[src/rtl/const_rom_fetch_if.sv]
// Request/response bus between the hash core (master) and the constant ROM
// fetch sequencer (slave). STREAM exists only when CONST_FETCH_STREAM_EN is
// defined.
interface const_rom_fetch_if;
  logic        REQ;
  logic        SEL;
  logic [5:0]  IDX;
`ifdef CONST_FETCH_STREAM_EN
  logic        STREAM;
`endif
  logic        BUSY;
  logic        VALID;
  logic [31:0] DATA;

`ifdef CONST_FETCH_STREAM_EN
  modport master (output REQ, SEL, IDX, STREAM, input BUSY, VALID, DATA);
  modport slave  (input REQ, SEL, IDX, STREAM, output BUSY, VALID, DATA);
`else
  modport master (output REQ, SEL, IDX, input BUSY, VALID, DATA);
  modport slave  (input REQ, SEL, IDX, output BUSY, VALID, DATA);
`endif
endinterface

[src/rtl/const_rom_fetch.sv]
// const_rom_fetch: sequences the four byte-lane EEPROMs holding the SHA-256
// constants (H0..H7, K0..K63) and returns one assembled 32-bit word per
// request. Optional macro CONST_FETCH_STREAM_EN adds back-to-back streaming
// of consecutive words up to the end of the selected table.
module const_rom_fetch #(
  parameter int ADDR_W      = 13,
  parameter int WAIT_CYCLES = 3,
  parameter int H_BASE      = 0,
  parameter int K_BASE      = 8
) (
  input  logic              CLK,
  input  logic              RST,
  const_rom_fetch_if.slave  bus,
  output logic [ADDR_W-1:0] ROM_A,
  output logic              ROM_CE,
  output logic              ROM_OE,
  output logic              ROM_WE,
  input  logic [7:0]        IO_1,
  input  logic [7:0]        IO_2,
  input  logic [7:0]        IO_3,
  input  logic [7:0]        IO_4
);

  typedef enum logic [1:0] {S_IDLE, S_SETUP, S_ACCESS, S_DONE} state_e;

  localparam logic [3:0] CNT_INIT = 4'(WAIT_CYCLES - 1);

  state_e            state_q, state_d;
  logic [3:0]        cnt_q, cnt_d;
  logic [ADDR_W-1:0] rom_a_q, rom_a_d;
  logic              rom_ce_q, rom_ce_d;
  logic              rom_oe_q, rom_oe_d;
  logic [31:0]       data_q, data_d;
  logic              valid_q, valid_d;
  logic              busy_q, busy_d;
  logic [ADDR_W-1:0] req_addr;
`ifdef CONST_FETCH_STREAM_EN
  logic              stream_q, stream_d;
  logic [ADDR_W-1:0] last_a_q, last_a_d;
  logic [ADDR_W-1:0] req_last;
`endif

  // Table address of the requested word; H index wraps modulo 8.
  always_comb begin
    req_addr = bus.SEL ? (ADDR_W'(K_BASE) + ADDR_W'(bus.IDX))
                       : (ADDR_W'(H_BASE) + ADDR_W'(bus.IDX[2:0]));
`ifdef CONST_FETCH_STREAM_EN
    req_last = bus.SEL ? ADDR_W'(K_BASE + 63) : ADDR_W'(H_BASE + 7);
`endif
  end

  // Next-state and registered-output logic of the fetch sequencer.
  always_comb begin
    state_d  = state_q;
    cnt_d    = cnt_q;
    rom_a_d  = rom_a_q;
    rom_ce_d = rom_ce_q;
    rom_oe_d = rom_oe_q;
    data_d   = data_q;
    valid_d  = 1'b0;
    busy_d   = busy_q;
`ifdef CONST_FETCH_STREAM_EN
    stream_d = stream_q;
    last_a_d = last_a_q;
`endif
    case (state_q)
      S_IDLE: begin
        if (bus.REQ) begin
          state_d = S_SETUP;
          rom_a_d = req_addr;   // address only moves while the chips are off
          busy_d  = 1'b1;
`ifdef CONST_FETCH_STREAM_EN
          stream_d = bus.STREAM;
          last_a_d = req_last;
`endif
        end
      end
      S_SETUP: begin
        state_d  = S_ACCESS;
        cnt_d    = CNT_INIT;
        rom_ce_d = 1'b0;
        rom_oe_d = 1'b0;
      end
      S_ACCESS: begin
        if (cnt_q == 4'd0) begin
          state_d  = S_DONE;
          data_d   = {IO_1, IO_2, IO_3, IO_4};
          rom_ce_d = 1'b1;
          rom_oe_d = 1'b1;
          valid_d  = 1'b1;
        end else begin
          cnt_d = cnt_q - 4'd1;
        end
      end
      S_DONE: begin
`ifdef CONST_FETCH_STREAM_EN
        if (stream_q && (rom_a_q != last_a_q)) begin
          state_d = S_SETUP;
          rom_a_d = rom_a_q + ADDR_W'(1);
        end else begin
          state_d = S_IDLE;
          busy_d  = 1'b0;
        end
`else
        state_d = S_IDLE;
        busy_d  = 1'b0;
`endif
      end
      default: begin
        state_d = S_IDLE;
        busy_d  = 1'b0;
      end
    endcase
  end

  // State register; reset drops the chips and aborts any fetch in flight.
  always_ff @(posedge CLK) begin
    if (RST) begin
      state_q  <= S_IDLE;
      cnt_q    <= 4'd0;
      rom_a_q  <= '0;
      rom_ce_q <= 1'b1;
      rom_oe_q <= 1'b1;
      data_q   <= 32'd0;
      valid_q  <= 1'b0;
      busy_q   <= 1'b0;
`ifdef CONST_FETCH_STREAM_EN
      stream_q <= 1'b0;
      last_a_q <= '0;
`endif
    end else begin
      state_q  <= state_d;
      cnt_q    <= cnt_d;
      rom_a_q  <= rom_a_d;
      rom_ce_q <= rom_ce_d;
      rom_oe_q <= rom_oe_d;
      data_q   <= data_d;
      valid_q  <= valid_d;
      busy_q   <= busy_d;
`ifdef CONST_FETCH_STREAM_EN
      stream_q <= stream_d;
      last_a_q <= last_a_d;
`endif
    end
  end

  assign ROM_A     = rom_a_q;
  assign ROM_CE    = rom_ce_q;
  assign ROM_OE    = rom_oe_q;
  assign ROM_WE    = 1'b1;
  assign bus.DATA  = data_q;
  assign bus.VALID = valid_q;
  assign bus.BUSY  = busy_q;

endmodule

[src/flat_wrapper.sv]
// flat-port wrapper written by rule: the top's interface ports become plain ports
module const_rom_fetch_flat 
#(
  parameter int ADDR_W      = 13,
  parameter int WAIT_CYCLES = 3,
  parameter int H_BASE      = 0,
  parameter int K_BASE      = 8
)
  (CLK, RST, ROM_A, ROM_CE, ROM_OE, ROM_WE, IO_1, IO_2, IO_3, IO_4, bus_REQ, bus_SEL, bus_IDX, bus_BUSY, bus_VALID, bus_DATA);
  const_rom_fetch_if bus_i ();
  input  logic CLK;
  input  logic RST;
  output logic [ADDR_W-1:0] ROM_A;
  output logic ROM_CE;
  output logic ROM_OE;
  output logic ROM_WE;
  input  logic [7:0] IO_1;
  input  logic [7:0] IO_2;
  input  logic [7:0] IO_3;
  input  logic [7:0] IO_4;
  input wire logic [$bits(bus_i.REQ)-1:0] bus_REQ;
  input wire logic [$bits(bus_i.SEL)-1:0] bus_SEL;
  input wire logic [$bits(bus_i.IDX)-1:0] bus_IDX;
  output wire logic [$bits(bus_i.BUSY)-1:0] bus_BUSY;
  output wire logic [$bits(bus_i.VALID)-1:0] bus_VALID;
  output wire logic [$bits(bus_i.DATA)-1:0] bus_DATA;
  assign bus_i.REQ = bus_REQ;
  assign bus_i.SEL = bus_SEL;
  assign bus_i.IDX = bus_IDX;
  assign bus_BUSY = bus_i.BUSY;
  assign bus_VALID = bus_i.VALID;
  assign bus_DATA = bus_i.DATA;
  const_rom_fetch #(.ADDR_W(ADDR_W), .WAIT_CYCLES(WAIT_CYCLES), .H_BASE(H_BASE), .K_BASE(K_BASE)) u_core (.CLK(CLK), .RST(RST), .bus(bus_i), .ROM_A(ROM_A), .ROM_CE(ROM_CE), .ROM_OE(ROM_OE), .ROM_WE(ROM_WE), .IO_1(IO_1), .IO_2(IO_2), .IO_3(IO_3), .IO_4(IO_4));
endmodule
[config.mk]
export PLATFORM = sky130hd
export DESIGN_NAME = const_rom_fetch_flat
export DESIGN_NICKNAME = d
export VERILOG_FILES = /design/src/rtl/const_rom_fetch_if.sv /design/src/rtl/const_rom_fetch.sv /design/src/flat_wrapper.sv
export SDC_FILE = /design/constraint.sdc
export NUM_CORES = 1
export LEC_CHECK = 0
export BUFFER_PORTS_ARGS = -buffer_cell sky130_fd_sc_hd__buf_2
export CAP_MARGIN = 20
export CORE_MARGIN = 10
export CORE_UTILIZATION = 25
export DETAILED_ROUTE_END_ITERATION = 10
export HOLD_SLACK_MARGIN = 0.12
export REMOVE_ABC_BUFFERS = 1
export SETUP_SLACK_MARGIN = 0.15
export SLEW_MARGIN = 20
export SYNTH_ARGS = -nofsm -noshare
export SYNTH_HDL_FRONTEND = slang
export SYNTH_SLANG_ARGS = --single-unit
[constraint.sdc]
create_clock -name CLK -period 1.9 [get_ports CLK]
set_input_delay 0 -clock CLK [delete_from_list [all_inputs] [get_ports CLK]]
set_output_delay 0 -clock CLK [all_outputs]
set_load 0.03 [all_outputs]
# After elaboration in Yosys (flattened, before gate mapping)
# Index checks and enable logic that the tools add are counted.
totals:
  ramBits: 0
  word_cells: 38
  regBits: 54
  latch_bits: 0
  out_inout_bits: 50
  mem_count: 0
  inputBits: 42
  rom_bits: 0
op_classes:
  multipliers: 0
  n_div: 0
  n_addsub: 2
  reduce_logical: 11
  mux: 11
  bitwise: 1
  n_eq_ne: 6
  n_shift: 0
  magnitude_cmp: 0
op_table:
  columns: ["cell", "n"]
  rows:
  - ["13-bit two-way mux", 1]
  - ["2-bit AND reduction", 6]
  - ["2-bit case mux with 4 select lines", 1]
  - ["4-bit case mux with 2 select lines", 1]
  - ["4-bit by 6-bit adder with 7-bit output, first input constant", 1]
  - ["2-bit equality test, second input constant", 2]
  - ["4-bit zero test", 1]
  - ["2-bit two-way mux", 2]
  - ["4-bit two-way mux", 1]
  - ["2-bit != test, second input constant", 2]
  - ["1-bit case mux with 2 select lines", 2]
  - ["2-bit nonzero test", 2]
  - ["4-bit by 1-bit subtractor with 4-bit output, second input constant", 1]
  - ["1-bit two-way mux", 3]
  - ["2-bit by 1-bit equality test with 1-bit output, second input constant", 1]
  - ["2-bit zero test", 1]
  - ["2-bit by 1-bit != test with 1-bit output, second input constant", 1]
  - ["2-bit OR reduction", 1]
  - ["1-bit NOT", 1]

# Depth between registers and ports, before layout
# Gate-level depths: netlist of run 1.
depth:
  word_depth: 3
  mapped_depth: 7
  mapped_depth_nobuf: 5

# Worst setup path after synthesis of run 1
# Ideal clock, no wire load.
synth_timing:
  path_kind: "register -> register"
  from: "register u_core.state_q[0]"
  to: "register u_core.cnt_q[3]"
  period_less_slack_ps: 1666
  n_path_buf: 1
  stages_incl_launch_ff: 7
  setup_ps: 70
  arrival_time_ps: 1596
  slack_ps: 234
  required_time_ps: 1830
  cell_sequence: "dfxtp_1 -> inv_1 -> ha_1 -> buf_6 -> or4b_1 -> or3b_1 -> a21oi_1"
synth_between:
  elab_chain_len: 3
  word_cells_on_any_way: 6
synth_rtl:
  columns: ["element", "line_no", "text"]
  rows:
  - ["from (decl)", "const_rom_fetch.sv:28", "state_e state_q, state_d;"]
  - ["from (signal assigned)", "const_rom_fetch.sv:132", "state_q <= state_d;"]
  - ["2-bit equality test / 2-bit by 1-bit equality test with 1-bit output (equally long branches)", "const_rom_fetch.sv:66", "case (state_q)"]
  - ["2-bit != test (no line) / 2-bit nonzero test (equally long branches)", null, null]
  - ["2-bit AND reduction (no line)", null, null]
  - ["to (signal assigned)", "const_rom_fetch.sv:133", "cnt_q <= cnt_d;"]
  - ["to (decl)", "const_rom_fetch.sv:29", "logic [3:0] cnt_q, cnt_d;"]
# Several ways; a longest one is shown, not always the timed one.
# A chain may end at the register's enable or synchronous reset.

# Worst setup path in the final report of run 1
layout_timing:
  from: "register u_core.state_q[0]"
  to: "register u_core.rom_a_q[4] (netlist: u_core.ROM_A[4])"
layout_between:
  elab_chain_len: 2
layout_rtl:
  columns: ["element", "line_no", "text"]
  rows:
  - ["2-bit zero test", "const_rom_fetch.sv:66", null]
  - ["2-bit AND reduction (no line)", null, null]
  - ["to (signal assigned)", "const_rom_fetch.sv:134", "rom_a_q <= rom_a_d;"]
  - ["to (decl)", "const_rom_fetch.sv:30", "logic [ADDR_W-1:0] rom_a_q, rom_a_d;"]
# Every way passes these cells.

==> flow_summary.yaml, run 1 <==
worst_setup_path:
  start_kind: "flip-flop"
  rr_startpoint: "u_core.state_q[0]$_SDFFE_PP0P_"
  r2r-end: "u_core.ROM_A[4]$_SDFFE_PP0P_"
  crit_type: "flip-flop to flip-flop"
  rr_worst_depth: 5
  worstPathRequired_ns: 2.13
  rrSetupSlack_ns: 0.26
  worstSetupStartpoint: "u_core.state_q[0]$_SDFFE_PP0P_"
  worst-path-max-fanout: 10
  arrival_ns: 1.87
  cp-end-kind: "flip-flop"
  endpoint: "u_core.ROM_A[4]$_SDFFE_PP0P_"
finish:
  stdcell_area_mm2: 0.00303
  drive_gt1_share_pct: 28.3
  area_delta_synth_final_pct: 55.1
  mostFrequentLayoutCell: "buf_2"
  final_core_util_pct: 39.6
  diodes: 0
  final_nets: 412
  layout_common_cells: "84 x buf_2, 72 x nand2_1, 48 x dfxtp_1"
clock_tree:
  cts_tree: "yes"
  clock_latency_ns: 0.30
  ctsRootBufferMaster: "clkbuf_8"
  cts.clk_slew.worst_paths_ns: 0.09
  cts.htree.levels: 2
  cts_sinks: 48
  cts-buffers-inserted: 5
  post_cts_buffers: 0
  clockBufferDepth: 2
global_route:
  grt_overflow: 0
  grt_usage_pct: 10.0
  antenna_found_initial: 0
  grt_max_degree: 32
  grt_pass1_vias: 2051
  grt_pass1_wl_mm: 9.80
timing:
  grt_setup_unrepaired: "yes"
  fin_worst_hold_slack_ns: 0.149
  drv_slew: 0
  period_minus_slack_ns: 1.64
  hold_violations: 0
  tns_ns: 0
  period_share_pct: 86.3
  fin_skew_ns: 0.00365
  max_freq_mhz: 610
  setup_viol: 0
logic_synthesis:
  syn-cell-area_mm2: 0.00195
  yosysTopAreaCell: "dfxtp_1"
  syn_avg_cell_area_um2: 8.14
  synth.area.top_cells: "dfxtp_1 49%, nand2_1 14%, a21oi_1 11%"
  postSynthCellCount: 240
  synth_cell_types: 33
  synth-seq-area-share_pct: 49.2
  yosys_warnings: 0
  synth_seq_cells: 48
  synth_top_area_share_pct: 49.2
die:
  io_pins: 92
  floorplan.rows: 32
  die_area_mm2: 0.0118
  die_w_um: 108
  core_area_mm2: 0.00765
  initial_core_util_pct: 25.6
  die_height_um: 108
pwr:
  powerDensity_mw_per_mm2: 1200
  max-vdd-ir-drop_uv: 774
  p_leak_nw: 1.31
detailed_routing:
  drc: 0
  wl_mm: 5.98
  drt_iter0_drc: 53
  wire_per_inst_um: 12.8
  vias_per_cell: 4.24
  postRouteAntennaNets: 0
  drtPass1Iterations: 4
  detailroute.via_count: 1977
placed_design:
  globalplace.congestion: 0.705
  dpl.hpwl_mm: 4.02
  portBuffers: 84
  dpl-instance-area_mm2: 0.00246
run:
  max-cap-violations: 0
hold_path:
  hp-class: "primary input to flip-flop"
  holdCritStartpoint: "RST"
run_status:
  status: "finished clean"
[state kept, by name (all words and copies together), names as in the netlist]
register,flops
u_core.ROM_A,7
u_core.ROM_CE,1
u_core.bus.BUSY,1
u_core.bus.DATA,32
u_core.bus.VALID,1
u_core.cnt_q,4
u_core.state_q,2
[how the worst min path moves through the flow]
stage | end | slack (ns) | cells after the start
2_1_floorplan | u_core.ROM_A[0]$_SDFFE_PP0P_ | 0.07 | 1
3_3_place_gp | u_core.bus.DATA[12]$_SDFFE_PP0P_ | 0.24 | 3
3_5_place_dp | u_core.bus.DATA[15]$_SDFFE_PP0P_ | 0.25 | 3
4_1_cts | u_core.cnt_q[3]$_SDFFE_PP0P_ | 0.13 | 2
5_1_grt | u_core.cnt_q[3]$_SDFFE_PP0P_ | 0.16 | 2
6_report | u_core.bus.DATA[12]$_SDFFE_PP0P_ | 0.15 | 2
[where the power goes]
| group | internal, mW | switching (mW) | leakage [nW] | total (mW) |
|---|---|---|---|---|
| clock network | 0.390 | 0.342 | 0.0541 | 0.732 |
| logic | 0.609 | 0.968 | 0.861 | 1.58 |
| registers | 1.20 | 0.119 | 0.390 | 1.32 |
| total | 2.20 | 1.43 | 1.31 | 3.63 |
[Yosys cell counts]
cell and number:
inv_1 6, nand4b_1 1, nor3_1 1, or4b_1 1
ha_1 7, nand3_1 5, buf_4 8, and2_1 1
buf_6 1, nand4bb_1 1, a21oi_1 42, nand2_1 72
or4_1 1, o21ai_0 4, buf_1 2, or3b_1 2
or2_2 1, conb_1 2, xor2_1 1, nand2b_1 5
dfxtp_1 48, nand4_1 3, clkbuf_1 12, mux2_2 1
mux2i_1 1, nor2_1 2, nand3b_1 1, nor2b_1 2
nor4bb_1 1, buf_2 1, a311oi_1 1, a21o_1 1
a211oi_1 2
[cell families after synthesis]
logic type	count (synthesis)	synth area share [%]
multiplexers	2	1.09
adder cells (fa/ha/maj)	7	4.48
flip-flops	48	49.2
buffers and inverters	30	7.75
other	2	0.384
AND/OR/NAND/NOR	100	23.3
AO/OA/AOI/OAI	50	13.4
XOR/XNOR	1	0.448
[worst max-delay path, cell delays in order (launching register included)]
cell and delay [ns]:
dfxtp_1 0.34, inv_1 0.11, ha_2 0.30, nand4_1 0.12
dlygate4sd3_1 0.58, a21oi_1 0.13
[through the flow]
| step | setup slack (ns) | cells | power (mW) |
|---|---|---|---|
| floorplan | -1.54 | 221 | 2.30 |
| global placement | 0.305 | 413 | 2.79 |
| detailed placement | 0.255 | 413 | 2.82 |
| CTS | 0.185 | 466 | 3.67 |
| global route | 0.139 | 466 | 3.90 |
| finish | 0.260 | 466 | 3.63 |
[cell type report]
| type | count | area [um2] |
|---|---|---|
| multi-input cells | 167 | 881 |
| clock inverters | 3 | 42.5 |
| repair buffers | 135 | 928 |
| well taps | 102 | 128 |
| inverters | 6 | 22.5 |
| flip-flops and latches | 48 | 961 |
| fillers | 784 | 4620 |
| clock buffers | 5 | 68.8 |
[timing repair]
action / 4_1_cts / 5_1_grt
endpoints found under the hold margin: 40 / 0
resized for setup: 0 / 2
setup endpoints to repair: 0 / 7
hold buffers: 45 / 0
[routing by layer]
layer  part of all wire (%)  track usage, %  vias up
met5                      0               0        -
met4                   0.60            1.60        0
met3                     11            4.76        4
met2                     47            17.3       74
met1                     41            11.1      884
li1                       -               -     1015
No activity file was read; power rests on OpenSTA's default activity.
==> run 2, diff against run 1 <==
Settings changed: ABC_AREA from default to 1, CAP_MARGIN 20 to 30, GPL_ROUTABILITY_DRIVEN from default to 0.
==> run 2 against run 1 <==
Against the previous run:
- register-to-register slack gained 0.12 ns
- synthesized cell count grew 2.1%
- critical path type unchanged
- non-clock buffer count shrank 6
- sequential cell count is the same
==> flow_summary.yaml, run 2 <==
logic_synthesis:
  syn-cell-area_mm2: 0.00194
  synth_seq_cells: 48
  synth_cell_types: 21
  synth-seq-area-share_pct: 49.5
  synth_common_cells: "106 x nand2_1, 48 x dfxtp_1, 15 x nand2_2, 12 x nor2_1"
  synth.area.top_cells: "dfxtp_1 49%, nand2_1 20%, nand2_2 4.8%"
  yosysTopAreaCell: "dfxtp_1"
  synth-edff-count: 0
  async_flop_share_pct: 0
  yosysMostFrequentCell: "nand2_1"
  postSynthCellCount: 245
  syn_avg_cell_area_um2: 7.93
  yosys_warnings: 0
  synth_ff_type: "dfxtp_1"
  synth_top_area_share_pct: 49.5
clock_tree:
  clockBufferDepth: 2
  cts-buffers-inserted: 5
  cts_resized: 0
  ctsRootBufferMaster: "clkbuf_8"
  cts_tree: "yes"
  cts.clk_slew.worst_paths_ns: 0.09
  cts.htree.levels: 2
  clock_latency_ns: 0.30
  cts_sinks: 48
timing:
  tns_ns: 0
  period_share_pct: 80.0
  setup_viol: 0
  drv_slew: 0
  fin_skew_ns: 0.0112
  max_freq_mhz: 658
  period_minus_slack_ns: 1.52
  hold_violations: 0
  grt_setup_unrepaired: "no"
  fin_worst_hold_slack_ns: 0.437
detailed_routing:
  wl_mm: 5.68
  postRouteAntennaNets: 0
  drtPass1Iterations: 4
  vias_per_cell: 3.99
  detailroute.via_count: 1891
  drc: 0
  drt_iter0_drc: 56
  wire_per_inst_um: 12.0
worst_setup_path:
  start_kind: "flip-flop"
  cp-end-kind: "flip-flop"
  arrival_ns: 1.75
  worst-path-max-fanout: 19
  crit_type: "flip-flop to flip-flop"
  worstPathRequired_ns: 2.13
finish:
  drive_gt1_share_pct: 31.2
  largest_register_ffs: 32
  area_delta_synth_final_pct: 50.0
  final_cells: 474
  mostFrequentLayoutCell: "nand2_1"
  final_core_util_pct: 38.1
  final_nets: 420
  fill_cells: 792
  diodes: 0
  stdcell_area_mm2: 0.00292
  layout_common_cells: "106 x nand2_1, 84 x buf_2, 48 x dfxtp_1"
die:
  io_pins: 92
  die_w_um: 108
  die_height_um: 108
  floorplan.rows: 32
  core_area_mm2: 0.00765
  die_area_mm2: 0.0117
  initial_core_util_pct: 25.4
global_route:
  grt_max_degree: 20
  antenna_found_initial: 0
  grt_usage_pct: 9.62
  grt_pass1_wl_mm: 9.19
  grt_overflow: 0
  grt_pass1_vias: 1961
placed_design:
  portBuffers: 84
  dpl.hpwl_mm: 3.88
  dp.cells: 424
  dpl-instance-area_mm2: 0.00240
pwr:
  p_leak_nw: 1.55
  max-vdd-ir-drop_uv: 437
  powerDensity_mw_per_mm2: 1180
hold_path:
  hp-class: "primary input to flip-flop"
run:
  max-cap-violations: 0
run_status:
  status: "finished clean"
[run 2: timing repair]
action	4_1_cts	5_1_grt
endpoints found under the hold margin	45	0
setup endpoints to repair	0	0
setup buffers	0	0
hold buffers	42	0
[run 2: cell families after synthesis]
family / after synthesis / share of synthesized area (%)
AO/OA/AOI/OAI: 19 / 5.22
flip-flops: 48 / 49.5
AND/OR/NAND/NOR: 139 / 29.7
adder cells (fa/ha/maj): 7 / 4.51
other: 2 / 0.386
buffers and inverters: 29 / 10.3
XOR/XNOR: 1 / 0.451
[run 2: layer usage]
metal	GRT usage, %	vias up	share of wire, %
met5	0	-	0
met4	2.96	0	2.0
met3	3.39	11	6.5
met2	17.3	48	51
met1	10.3	851	41
li1	-	981	-
[run 2: path summary, 6_finish.rpt]
kind,start,to,slack [ns],cells after the start
worst min register to register,u_core.bus.DATA[26]$_SDFFE_PP0P_,u_core.bus.DATA[26]$_SDFFE_PP0P_,0.44,2
worst max register to register,u_core.state_q[0]$_SDFFE_PP0P_,u_core.bus.DATA[6]$_SDFFE_PP0P_,0.38,8
worst max-delay path,u_core.state_q[0]$_SDFFE_PP0P_,u_core.bus.DATA[6]$_SDFFE_PP0P_,0.38,8
worst min-delay path,IO_4[1],u_core.bus.DATA[1]$_SDFFE_PP0P_,0.44,4
[run 2: worst max-delay path, stage by stage, from the launching register on]
cell and delay, ns:
dfxtp_1 0.37, inv_1 0.09, ha_1 0.26, inv_1 0.12, o21ai_2 0.07, inv_2 0.23, buf_12 0.20, nand2_1 0.06
nand2_1 0.06
[run 2: report_power, final]
group          internal, mW  switching, mW
Clock                 0.291          0.334
Sequential             1.24          0.139
Combinational         0.472          0.973
[run 2: stage by stage]
step	setup WS, ns	total power [mW]
floorplan	0.573	2.33
global placement	0.442	2.77
detailed placement	0.389	2.78
CTS	0.354	3.50
global route	0.240	3.71
finish	0.381	3.45
[run 2: area by class of cell]
| cell class | instances | area, um2 | share of cell area (%) |
|---|---|---|---|
| clock buffer | 6 | 82.6 | 2.83 |
| clock inverter | 2 | 10.0 | 0.343 |
| inverter | 14 | 57.6 | 1.97 |
| multi-input combinational | 173 | 801 | 27.5 |
| sequential | 48 | 961 | 33.0 |
| tap | 102 | 128 | 4.38 |
| timing repair buffer | 129 | 876 | 30.0 |
